===== config.mk =====
export PLATFORM = sky130hd
export DESIGN_NAME = ps2_keyscan_rx
export DESIGN_NICKNAME = d
export VERILOG_FILES = /design/src/rtl/ps2_keyscan_rx.sv
export SDC_FILE = /design/constraint.sdc
export NUM_CORES = 1
export LEC_CHECK = 0
export ABC_CLOCK_PERIOD_IN_PS = 2450
export BUFFER_PORTS_ARGS = -buffer_cell sky130_fd_sc_hd__buf_2
export CAP_MARGIN = 20
export CORE_MARGIN = 2
export CORE_UTILIZATION = 40
export CTS_CLUSTER_DIAMETER = 150
export DETAILED_ROUTE_END_ITERATION = 8
export GPL_ROUTABILITY_DRIVEN = 1
export SYNTH_ARGS = -nofsm -noshare
export SYNTH_HDL_FRONTEND = slang
export SYNTH_SLANG_ARGS = --single-unit

===== constraint.sdc =====
create_clock -name clk -period 2.45 [get_ports clk]
set_clock_uncertainty 0.1 [all_clocks]
set_input_delay 0.735 -clock clk [delete_from_list [all_inputs] [get_ports clk]]
set_output_delay 0.735 -clock clk [all_outputs]
set_load 0.05 [all_outputs]

===== src/rtl/ps2_keyscan_rx.sv =====
// PS/2 keyboard receiver: sync + glitch filter, frame FSM, E0/F0 prefix folding, FWFT scan-code FIFO.
// Optional odd-parity check when PS2_PARITY_CHECK_EN is defined; otherwise the parity bit is consumed unchecked.
module ps2_keyscan_rx #(
  parameter int FILT_LEN    = 8,
  parameter int FIFO_DEPTH  = 8,
  parameter int TIMEOUT_CYC = 100000
) (
  input  logic       clk,
  input  logic       rst,
  input  logic       ps2_clk,
  input  logic       ps2_data,
  input  logic       rd_en,
  output logic [9:0] data_out,
  output logic       valid,
  output logic       full,
  output logic       overflow,
  output logic       frame_err
);

  localparam int FW = (FILT_LEN > 2) ? $clog2(FILT_LEN) : 1;
  localparam int TW = $clog2(TIMEOUT_CYC + 1);
  localparam int AW = $clog2(FIFO_DEPTH);
  localparam int CW = AW + 1;

  typedef enum logic [1:0] {IDLE, DATA, PARITY, STOP} state_t;

  logic          clk_s1, clk_s2, dat_s1, dat_s2;
  logic          filt;
  logic [FW-1:0] fcnt;
  logic          fall;

  always_ff @(posedge clk) begin
    if (rst) begin
      clk_s1 <= 1'b1;
      clk_s2 <= 1'b1;
      dat_s1 <= 1'b1;
      dat_s2 <= 1'b1;
      filt   <= 1'b1;
      fcnt   <= '0;
    end else begin
      clk_s1 <= ps2_clk;
      clk_s2 <= clk_s1;
      dat_s1 <= ps2_data;
      dat_s2 <= dat_s1;
      if (clk_s2 != filt) begin
        if (fcnt == FW'(FILT_LEN - 1)) begin
          filt <= clk_s2;
          fcnt <= '0;
        end else begin
          fcnt <= fcnt + FW'(1);
        end
      end else begin
        fcnt <= '0;
      end
    end
  end

  // The edge is the cycle in which the filtered level is about to drop.
  assign fall = filt && !clk_s2 && (fcnt == FW'(FILT_LEN - 1));

  state_t        state_q, state_d;
  logic [2:0]    bit_cnt;
  logic [7:0]    shreg;
  logic [TW-1:0] tcnt;
  logic          ext, brk;
  logic          push_vld;
  logic [9:0]    push_dat;
  logic          err_c, acc_c, par_ok;

`ifdef PS2_PARITY_CHECK_EN
  logic par_bit;
  assign par_ok = ^{shreg, par_bit};
`else
  assign par_ok = 1'b1;
`endif

  always_comb begin
    state_d = state_q;
    err_c   = 1'b0;
    acc_c   = 1'b0;
    if (fall) begin
      case (state_q)
        IDLE:   if (!dat_s2) state_d = DATA; else err_c = 1'b1;
        DATA:   if (bit_cnt == 3'd7) state_d = PARITY;
        PARITY: state_d = STOP;
        STOP: begin
          state_d = IDLE;
          if (dat_s2 && par_ok) acc_c = 1'b1;
          else                  err_c = 1'b1;
        end
        default: state_d = IDLE;
      endcase
    end else if (state_q != IDLE && tcnt == TW'(TIMEOUT_CYC - 1)) begin
      state_d = IDLE;
      err_c   = 1'b1;
    end
  end

  always_ff @(posedge clk) begin
    if (rst) begin
      state_q   <= IDLE;
      bit_cnt   <= '0;
      shreg     <= '0;
      tcnt      <= '0;
      ext       <= 1'b0;
      brk       <= 1'b0;
      push_vld  <= 1'b0;
      push_dat  <= '0;
      frame_err <= 1'b0;
`ifdef PS2_PARITY_CHECK_EN
      par_bit   <= 1'b0;
`endif
    end else begin
      state_q   <= state_d;
      frame_err <= err_c;
      push_vld  <= 1'b0;
      tcnt      <= (fall || state_q == IDLE) ? '0 : tcnt + TW'(1);
      if (fall) begin
        case (state_q)
          IDLE: bit_cnt <= '0;
          DATA: begin
            shreg   <= {dat_s2, shreg[7:1]};
            bit_cnt <= bit_cnt + 3'd1;
          end
`ifdef PS2_PARITY_CHECK_EN
          PARITY: par_bit <= dat_s2;
`endif
          default: ;
        endcase
      end
      // Prefix bytes only arm flags; everything else carries them into the FIFO.
      if (err_c) begin
        ext <= 1'b0;
        brk <= 1'b0;
      end else if (acc_c) begin
        if (shreg == 8'hE0) begin
          ext <= 1'b1;
        end else if (shreg == 8'hF0) begin
          brk <= 1'b1;
        end else begin
          push_vld <= 1'b1;
          push_dat <= {ext, brk, shreg};
          ext      <= 1'b0;
          brk      <= 1'b0;
        end
      end
    end
  end

  logic [9:0]    mem [FIFO_DEPTH];
  logic [AW-1:0] wr_ptr, rd_ptr;
  logic [CW-1:0] count;
  logic          pop, wr;

  assign valid    = (count != '0);
  assign full     = (count == CW'(FIFO_DEPTH));
  assign pop      = rd_en && valid;
  assign wr       = push_vld && (!full || pop);
  assign data_out = valid ? mem[rd_ptr] : '0;

  always_ff @(posedge clk) begin
    if (wr) mem[wr_ptr] <= push_dat;
  end

  always_ff @(posedge clk) begin
    if (rst) begin
      wr_ptr   <= '0;
      rd_ptr   <= '0;
      count    <= '0;
      overflow <= 1'b0;
    end else begin
      if (wr)  wr_ptr <= wr_ptr + AW'(1);
      if (pop) rd_ptr <= rd_ptr + AW'(1);
      case ({wr, pop})
        2'b10:   count <= count + CW'(1);
        2'b01:   count <= count - CW'(1);
        default: count <= count;
      endcase
      if (push_vld && full && !pop) overflow <= 1'b1;
    end
  end

endmodule

==> impl_metrics.py, run 1 <==
metrics = {
    "timing": {
        "setup_viol": 10,
        "worst_pin_slew_ns": 1.01,
        "finalWorstSetupSlack_ns": -0.256,
        "rsz0062_at_grt": "yes",
        "slew_headroom": 0.322,
        "fin_crit_ns": 2.71,
        "max_freq_mhz": 370,
        "hold_viol_final": 0,
        "final.setup.tns_ns": -2.20,
        "timing.final.crit_share": 1.10,
        "fin_worst_hold_slack_ns": 0.305,
        "maxSlewViolCount": 0,
    },
    "final_layout": {
        "instances_no_fill": 688,
        "utilization": 0.489,
        "antenna_cells": 0,
        "num-fill-cells": 1248,
        "design_area_um2": 7080,
        "drive_gt1_frac": 0.226,
        "area_growth_pct": 19.7,
        "nets": 509,
    },
    "die": {
        "pin_count": 19,
        "coreArea_um2": 14500,
        "die_h_um": 126,
        "dieArea_um2": 15800,
        "die_w_um": 126,
        "num_rows": 44,
        "initial_core_util": 0.409,
    },
    "cts": {
        "cts_hold_buffers": 0,
        "clk_latency_ns": 0.42,
        "htreeDepth": 4,
        "cts.sinks": 146,
        "cts_root_buf": "clkbuf_16",
        "cts_buffers": 17,
        "cts_tree": "built",
        "cts.clk_slew.worst_paths_ns": 0.06,
        "cts_buffer_depth": 2,
    },
    "route": {
        "firstDrtPassIters": 4,
        "totalWireLength_mm": 11.2,
        "drc": 0,
        "num_vias": 3559,
        "ant_nets": 0,
        "via_per_inst": 5.17,
        "wl_per_cell_um": 16.3,
        "initialDrtViolationCount": 178,
    },
    "placed_design": {
        "dp.cells": 651,
        "gp_congestion": 0.825,
        "dpl.hpwl_mm": 7.21,
        "dpl_cell_area_um2": 6360,
        "io_buffers": 18,
    },
    "synth": {
        "avgSynthCellArea_um2": 13.2,
        "synth_area_leaders": "edfxtp_1 41%, dfxtp_1 22%, mux4_2 7.6%, mux2i_1 4.2%, nor2_1 3.6%",
        "synth_cell_types": 55,
        "async_reset_ff_frac": 0,
        "synth_ff_type": "edfxtp_1",
        "yosys.area.top_type": "edfxtp_1",
        "syn_area_um2": 5920,
        "synth_edf_count": 80,
        "synth-seq-cells": 146,
        "synth_top_area_share": 0.406,
        "synthCells": 448,
        "yosysSeqAreaShare": 0.629,
        "syn_nets": 466,
        "ys_warn_count": 0,
    },
    "status": {
        "outcome": "finished, violations left",
        "violations": "negative setup slack",
    },
    "critical_path": {
        "crit_type": "register to primary output",
        "worstPathMaxFanout": 8,
        "cp.arrival_ns": 1.87,
        "required_ns": 1.62,
        "crit_path_start_kind": "register",
        "endpoint_kind": "primary output",
    },
    "grt": {
        "grt_pass1_wl_mm": 18.8,
        "grt_pass1_vias": 3672,
        "gr-total-overflow": 0,
        "antenna_found_initial": 0,
        "grt_start_max_net_pins": 38,
        "track_usage": 0.154,
    },
    "pwr": {
        "power.leakage_nw": 2.56,
        "max-vdd-ir-drop_v": 0.000577,
        "powerDensity_nw_per_um2": 906,
    },
    "worst_hold_path": {
        "worstHoldPathType": "register to register",
    },
    "run": {
        "drv_cap": 0,
    },
}
-- placed cells by master, fill, tap and decap left out, types with 3 or more instances in the layout --
| cell type | Yosys | routed |
|---|---|---|
| edfxtp_1 | 80 | 80 |
| dfxtp_1 | 66 | 62 |
| nor2_1 | 56 | 56 |
| nand2_1 | 31 | 31 |
| mux2i_1 | 25 | 23 |
| mux4_2 | 20 | 20 |
| buf_4 | 0 | 19 |
| a21oi_1 | 18 | 18 |
| clkbuf_16 | 0 | 17 |
| ha_1 | 13 | 13 |
| inv_1 | 13 | 12 |
| buf_6 | 1 | 12 |
| xor2_1 | 9 | 9 |
| nor3_1 | 8 | 8 |
| nand3_1 | 8 | 8 |
| o211ai_1 | 7 | 7 |
| xnor2_1 | 7 | 7 |
| o21ai_0 | 6 | 6 |
| buf_2 | 4 | 6 |
| or2_2 | 5 | 5 |
| nor4_1 | 6 | 5 |
| nand2b_1 | 4 | 4 |
| and3_1 | 4 | 4 |
| clkinv_4 | 0 | 4 |
| buf_12 | 0 | 4 |
| and4_1 | 3 | 3 |
| and2_1 | 3 | 3 |
| dfxtp_4 | 0 | 3 |
| clkinv_2 | 0 | 3 |
-- through the flow --
stage	power (mW)	worst slack [ns]
after floorplan	3.43	0.00320
after global placement	3.77	0.0591
after detailed placement	3.78	-0.00902
after CTS	6.46	-0.292
after global routing	6.67	-0.340
final	6.42	-0.256
-- layer usage --
metal  vias to the layer above  track usage  part of all wire
met4                         0       0.0608             0.013
met5                         -            0                 0
met3                        16       0.0463             0.036
met1                      1737        0.188              0.45
li1                       1753            -                 -
met2                        53        0.257              0.51
-- cells in the mapped netlist (7+ instances only) --
master    instances
nor2_1           56
nand3_1           8
nor3_1            8
edfxtp_1         80
xor2_1            9
o211ai_1          7
nand2_1          31
ha_1             13
mux4_2           20
xnor2_1           7
dfxtp_1          66
mux2i_1          25
clkbuf_1         12
a21oi_1          18
inv_1            13
-- repair_timing --
item | in CTS | in global routing
endpoints found under the hold margin | 0 | 0
setup buffers | 3 | 2
pin swaps | 1 | 2
gates resized for setup | 37 | 2
endpoints found under the setup margin | 12 | 12
-- path summary, 6_finish.rpt --
| check | slack, ns | startpoint | endpoint | depth (start not counted) |
|---|---|---|---|---|
| max | -0.26 | register | data_out[7] | 5 |
| max reg2reg | 0.25 | fcnt[0] | push_dat[0] | 6 |
| min | 0.30 | dat_s1 | dat_s2 | 1 |
| min reg2reg | 0.30 | dat_s1 | dat_s2 | 1 |
-- final cells by class --
type | instances | area, um2 | area share
Multi-Input combinational cell | 271 | 2090 | 0.295
Timing Repair Buffer | 42 | 403 | 0.0569
Tap cell | 184 | 230 | 0.0325
Clock buffer | 19 | 433 | 0.0611
Clock inverter | 13 | 138 | 0.0194
Sequential cell | 146 | 3740 | 0.527
Inverter | 13 | 51.3 | 0.00724
-- critical path, stage by stage (launching register included) --
cell and delay [ns]:
dfxtp_4 0.37, buf_12 0.14, mux4_2 0.51, mux2i_2 0.19, nor2_1 0.08, buf_6 0.15
-- flip-flops by register name, summed over array words and instances (netlist names), named ones only --
signal / cells
dat_s1: 1
bit_cnt: 3
wr_ptr: 3
clk_s2: 1
overflow: 1
clk_s1: 1
count: 4
rd_ptr: 3
state_q: 2
fcnt: 3
dat_s2: 1
tcnt: 17
brk: 1
ext: 1
shreg: 8
push_dat: 10
mem: 80
push_vld: 1
frame_err: 1
filt: 1
-- power breakdown --
group / internal [mW] / switching [mW] / total (mW) / leakage, nW
clock network: 1.50 / 0.981 / 2.48 / 0.275
logic: 0.557 / 0.737 / 1.29 / 1.01
registers: 2.59 / 0.0508 / 2.64 / 1.28
total: 4.65 / 1.77 / 6.42 / 2.56
-- kinds of logic after synthesis --
group | after synthesis | share of synthesized area
compound gates | 50 | 0.0560
xor+xnor | 16 | 0.0237
buf+inv | 31 | 0.0218
mux | 45 | 0.118
simple gates | 147 | 0.124
flops | 146 | 0.629
fa+ha+maj | 13 | 0.0275
Note: power is estimated with default switching activity, not from simulation.
==> run 2: changes to the inputs <==
--- a/config.mk
+++ b/config.mk
@@ -8,7 +8,7 @@
 export ABC_CLOCK_PERIOD_IN_PS = 2450
 export BUFFER_PORTS_ARGS = -buffer_cell sky130_fd_sc_hd__buf_2
 export CAP_MARGIN = 20
-export CORE_MARGIN = 2
+export CORE_MARGIN = 3
 export CORE_UTILIZATION = 40
 export CTS_CLUSTER_DIAMETER = 150
 export DETAILED_ROUTE_END_ITERATION = 8
==> run 2 against run 1 <==
Critical path type unchanged; via count rose by 0.20%; setup slack got worse by 0.0096 ns; the run still ends with negative setup slack left; combinational power down 3%.
==> impl_metrics.py, run 2 (synthesis gave the netlist of run 1 again) <==
metrics = {
    "status": {
        "outcome": "finished, violations left",
        "violations": "negative setup slack",
    },
    "timing": {
        "max_freq_mhz": 368,
        "rsz0062_at_grt": "yes",
        "worst_pin_slew_ns": 0.849,
        "hold_viol_final": 0,
        "slew_headroom": 0.434,
        "setup_viol": 10,
        "finalWorstSetupSlack_ns": -0.265,
        "fin_crit_ns": 2.72,
        "maxSlewViolCount": 0,
        "final.setup.tns_ns": -2.25,
        "timing.final.crit_share": 1.11,
    },
    "final_layout": {
        "drive_gt1_frac": 0.217,
        "num-fill-cells": 1219,
        "final_cell_mix": "80 x edfxtp_1, 62 x dfxtp_1, 56 x nor2_1",
        "design_area_um2": 7130,
        "largest_register_ffs": 80,
        "utilization": 0.504,
        "regMostFlops": "mem",
        "instances_no_fill": 682,
        "nets": 507,
        "antenna_cells": 0,
        "final-seq-area_um2": 3730,
        "layout_commonest_cell": "edfxtp_1",
        "area_growth_pct": 20.4,
        "multiInputGateArea_um2": 2090,
        "largestRegisters": "mem (80), tcnt (17), push_dat (10)",
    },
    "critical_path": {
        "cp.arrival_ns": 1.88,
        "endpoint_kind": "primary output",
        "critPathCapture": "data_out[8]",
        "crit_type": "register to primary output",
        "r2r-end": "push_dat[2]",
        "reg2reg_from": "fcnt[0]",
        "r2r.worst_path.cells": 6,
        "required_ns": 1.62,
        "crit_path_start_kind": "register",
        "r2r_setup_slack_ns": 0.25,
        "worstPathMaxFanout": 10,
    },
    "route": {
        "drc": 0,
        "initialDrtViolationCount": 197,
        "firstDrtPassIters": 4,
        "num_vias": 3566,
        "totalWireLength_mm": 11.0,
        "wl_per_cell_um": 16.2,
        "via_per_inst": 5.23,
        "ant_nets": 0,
    },
    "placed_design": {
        "dpl_cell_area_um2": 6340,
        "dp.cells": 647,
        "gp_congestion": 0.775,
        "io_buffers": 18,
        "dpl.hpwl_mm": 7.26,
    },
    "worst_hold_path": {
        "worstHoldPathType": "register to register",
    },
    "grt": {
        "grt_start_max_net_pins": 42,
        "grt_pass1_vias": 3584,
        "gr-total-overflow": 0,
        "track_usage": 0.147,
        "grt_pass1_wl_mm": 18.4,
        "antenna_found_initial": 0,
    },
    "die": {
        "num_rows": 43,
        "die_w_um": 128,
        "initial_core_util": 0.418,
        "die_h_um": 128,
        "pin_count": 19,
        "coreArea_um2": 14100,
        "dieArea_um2": 16300,
    },
    "run": {
        "drv_cap": 0,
    },
    "cts": {
        "cts_buffer_depth": 2,
        "htreeDepth": 4,
        "cts_root_buf": "clkbuf_16",
        "cts_buffers": 17,
        "cts_tree": "built",
        "cts.sinks": 146,
        "clk_latency_ns": 0.41,
        "cts.clk_slew.worst_paths_ns": 0.06,
    },
    "pwr": {
        "finalPower_mw": 6.69,
        "powerDensity_nw_per_um2": 938,
        "power.leakage_nw": 2.58,
        "max-vdd-ir-drop_v": 0.000459,
    },
}
run 2: cell count changes in the layout (fill, tap and decap cells not counted), sizes merged:
cell | before | now
bufinv | 2 | 5
clkinv | 8 | 3
clkinvlp | 2 | 1
clkbuf | 19 | 23
buf | 42 | 40
inv | 14 | 13
run 2: timing repair:
item,in CTS,in global routing
setup buffers,1,1
cloned,1,0
setup endpoints to repair,12,12
resized for setup,32,2
pin swaps,1,1
endpoints found under the hold margin,0,0
hold buffers,0,0
run 2: layout make-up:
type / instances / area share
multi-input cells: 271 / 0.293
repair buffers: 40 / 0.0544
clock buffers: 23 / 0.0657
inverters: 13 / 0.00685
clock inverters: 9 / 0.0253
well taps: 180 / 0.0316
flip-flops and latches: 146 / 0.524
run 2: worst min-delay path by stage:
stage	cells after the start	start	slack [ns]	end
2_1_floorplan	1	clk_s1	0.29	clk_s2
3_3_place_gp	1	dat_s1	0.29	dat_s2
3_5_place_dp	1	dat_s1	0.29	dat_s2
4_1_cts	1	dat_s1	0.30	dat_s2
5_1_grt	1	dat_s1	0.32	dat_s2
6_report	1	dat_s1	0.30	dat_s2
run 2: routing by layer:
| layer | global-route usage | share of wire | routed length (um) |
|---|---|---|---|
| met1 | 0.185 | 0.46 | 5120 |
| met2 | 0.240 | 0.49 | 5420 |
| met3 | 0.0408 | 0.030 | 335 |
| met4 | 0.0593 | 0.015 | 165 |
| met5 | 0 | 0 | 0 |
run 2: worst max-delay path, cell delays in order (launching register included):
cell and delay [ns]:
dfxtp_4 0.39, buf_12 0.16, mux4_2 0.51, mux2i_1 0.18, nor2_1 0.07, buf_6 0.15
run 2: power breakdown:
group	internal, mW	switching, mW	leakage (nW)
sequential	2.59	0.0549	1.28
clock	1.86	0.921	0.312
combinational	0.535	0.719	0.997
total	4.99	1.69	2.58
run 2: metrics by stage:
step                      setup slack [ns]  hold slack [ns]
after floorplan                    0.00320            0.289
after global placement               0.107            0.292
after detailed placement            0.0871            0.294
after CTS                           -0.292            0.305
after global routing                -0.358            0.318
final                               -0.265            0.304
==> run 3: changes to the inputs <==
--- a/config.mk
+++ b/config.mk
@@ -8,6 +8,7 @@
 export ABC_CLOCK_PERIOD_IN_PS = 2450
 export BUFFER_PORTS_ARGS = -buffer_cell sky130_fd_sc_hd__buf_2
 export CAP_MARGIN = 20
+export CORE_ASPECT_RATIO = 2
 export CORE_MARGIN = 3
 export CORE_UTILIZATION = 40
 export CTS_CLUSTER_DIAMETER = 150
==> run 3 against run 2 <==
The flow still finishes with violations (negative setup slack); die area rose by 0.54%; non-clock buffer count rose by 1; fmax fell by 0.15%; setup slack got worse by 0.0040 ns; combinational power barely moved; first-iteration DRC count fell by 7.1%; critical endpoint is now data_out[9]; largest cell class unchanged.
==> impl_metrics.py, run 3 (synthesis gave the netlist of run 1 again) <==
metrics = {
    "status": {
        "outcome": "finished, violations left",
        "violations": "negative setup slack",
    },
    "route": {
        "totalWireLength_mm": 11.1,
        "initialDrtViolationCount": 183,
        "drc": 0,
        "via_per_inst": 5.12,
        "firstDrtPassIters": 4,
        "num_vias": 3556,
        "ant_nets": 0,
        "wl_per_cell_um": 16.1,
    },
    "grt": {
        "antenna_found_initial": 0,
        "grt_pass1_wl_mm": 18.6,
        "gr-total-overflow": 0,
        "grt_start_max_net_pins": 42,
        "track_usage": 0.149,
        "grt_pass1_vias": 3697,
    },
    "critical_path": {
        "critPathCapture": "data_out[9]",
        "reg2reg_from": "fcnt[0]",
        "crit_type": "register to primary output",
        "cp_cell_sequence": "buf_12, mux4_2, mux2i_1, nor2_1, buf_6",
        "r2r-end": "push_dat[1]",
        "critPathMaxStageDelay_ns": 0.52,
        "r2r.worst_path.cells": 6,
        "r2r_setup_slack_ns": 0.28,
        "worst_path_max_delay_cell": "mux4_2",
        "endpoint_kind": "primary output",
        "cp.arrival_ns": 1.88,
        "required_ns": 1.62,
        "crit_path_start_kind": "register",
        "worstPathMaxFanout": 10,
    },
    "placed_design": {
        "place_worst_setup_slack_ns": 0.0755,
        "gp_congestion": 0.780,
        "dpl.hpwl_mm": 7.57,
        "io_buffers": 18,
    },
    "final_layout": {
        "largestRegisters": "mem (80), tcnt (17), push_dat (10)",
        "largest_register_ffs": 80,
        "antenna_cells": 0,
        "drive_gt1_frac": 0.225,
        "area_growth_pct": 19.5,
        "layout_commonest_cell": "edfxtp_1",
        "nets": 508,
        "final_cell_mix": "80 x edfxtp_1, 62 x dfxtp_1, 56 x nor2_1",
        "regMostFlops": "mem",
    },
    "cts": {
        "clk_latency_ns": 0.42,
        "htreeDepth": 4,
        "cts_hold_buffers": 0,
        "cts.clk_slew.worst_paths_ns": 0.06,
        "cts_tree": "built",
        "cts_buffer_depth": 2,
        "cts_root_buf": "clkbuf_16",
        "cts.sinks": 146,
        "cts_buffers": 17,
    },
    "worst_hold_path": {
        "worstHoldPathType": "register to register",
    },
    "timing": {
        "rsz0062_at_grt": "yes",
        "slew_headroom": 0.380,
        "fin_crit_ns": 2.72,
        "max_freq_mhz": 368,
        "final.setup.tns_ns": -2.19,
        "finalWorstSetupSlack_ns": -0.269,
        "setup_viol": 10,
        "hold_viol_final": 0,
        "maxSlewViolCount": 0,
        "worst_pin_slew_ns": 0.927,
        "timing.final.crit_share": 1.11,
    },
    "die": {
        "die_w_um": 92.0,
        "coreArea_um2": 14400,
        "die_h_um": 178,
        "initial_core_util": 0.410,
        "dieArea_um2": 16400,
        "pin_count": 19,
        "num_rows": 62,
    },
    "pwr": {
        "max-vdd-ir-drop_v": 0.000543,
        "power.leakage_nw": 2.55,
        "finalPower_mw": 6.39,
        "powerDensity_nw_per_um2": 903,
    },
    "run": {
        "drv_cap": 0,
    },
}
## run 3: cell count changes in the layout (fill, tap and decap cells not counted)
cell,change
bufinv_16,-4
clkbuf_1,-4
clkbuf_4,+1
clkbuf_8,-2
clkinv_4,-2
clkinvlp_4,+2
dfxtp_2,-1
dfxtp_4,+1
inv_2,-1
inv_4,+1
inv_6,+6
inv_8,+3
## run 3: layout make-up
| class | count | area (um2) |
|---|---|---|
| tap | 192 | 240 |
| clock inverter | 14 | 144 |
| inverter | 13 | 51.3 |
| timing repair buffer | 41 | 395 |
| clock buffer | 17 | 425 |
| multi-input combinational | 271 | 2090 |
| sequential | 146 | 3730 |
| fill | 1283 | 7350 |
## run 3: repair_timing
item / 4_1_cts / 5_1_grt
pin swaps: 1 / 2
setup endpoints to repair: 12 / 12
buffers inserted: 0 / 2
gates cloned: 1 / 0
gates resized for setup: 33 / 2
## run 3: layer usage
layer	global-route usage	wire, um	vias up
met5	0	0	-
met1	0.140	3960	1743
met4	0.0558	213	0
met2	0.301	6710	45
met3	0.0371	261	16
li1	-	-	1752
## run 3: where the power goes
part	internal, mW	leakage (nW)	switching [mW]
logic	0.535	1.00	0.718
clock network	1.43	0.273	1.06
registers	2.60	1.28	0.0543
## run 3: worst min-delay path by stage
stage / endpoint / cells after the start / slack [ns] / startpoint
after floorplan: clk_s2 / 1 / 0.29 / clk_s1
after global placement: dat_s2 / 1 / 0.29 / dat_s1
after detailed placement: dat_s2 / 1 / 0.29 / dat_s1
after CTS: dat_s2 / 1 / 0.31 / dat_s1
after global routing: dat_s2 / 1 / 0.33 / dat_s1
final: dat_s2 / 1 / 0.31 / dat_s1
## run 3: worst max-delay path, delay by kind of cell (launching register included)
family,cells,cell delay [ns]
muxes,2,0.68
DFF,1,0.39
buffers and inverters,2,0.31
and+or+nand+nor,1,0.07
## run 3: per-stage QoR
| step | cells | hold slack [ns] | utilization | cell area, um2 |
|---|---|---|---|---|
| after floorplan | 448 | 0.289 | - | 5920 |
| after global placement | 660 | 0.292 | 0.441 | 6360 |
| after detailed placement | 660 | 0.292 | 0.441 | 6360 |
| after CTS | 692 | 0.307 | 0.489 | 7060 |
| after global routing | 694 | 0.325 | 0.490 | 7080 |
| final | 694 | 0.307 | 0.490 | 7080 |
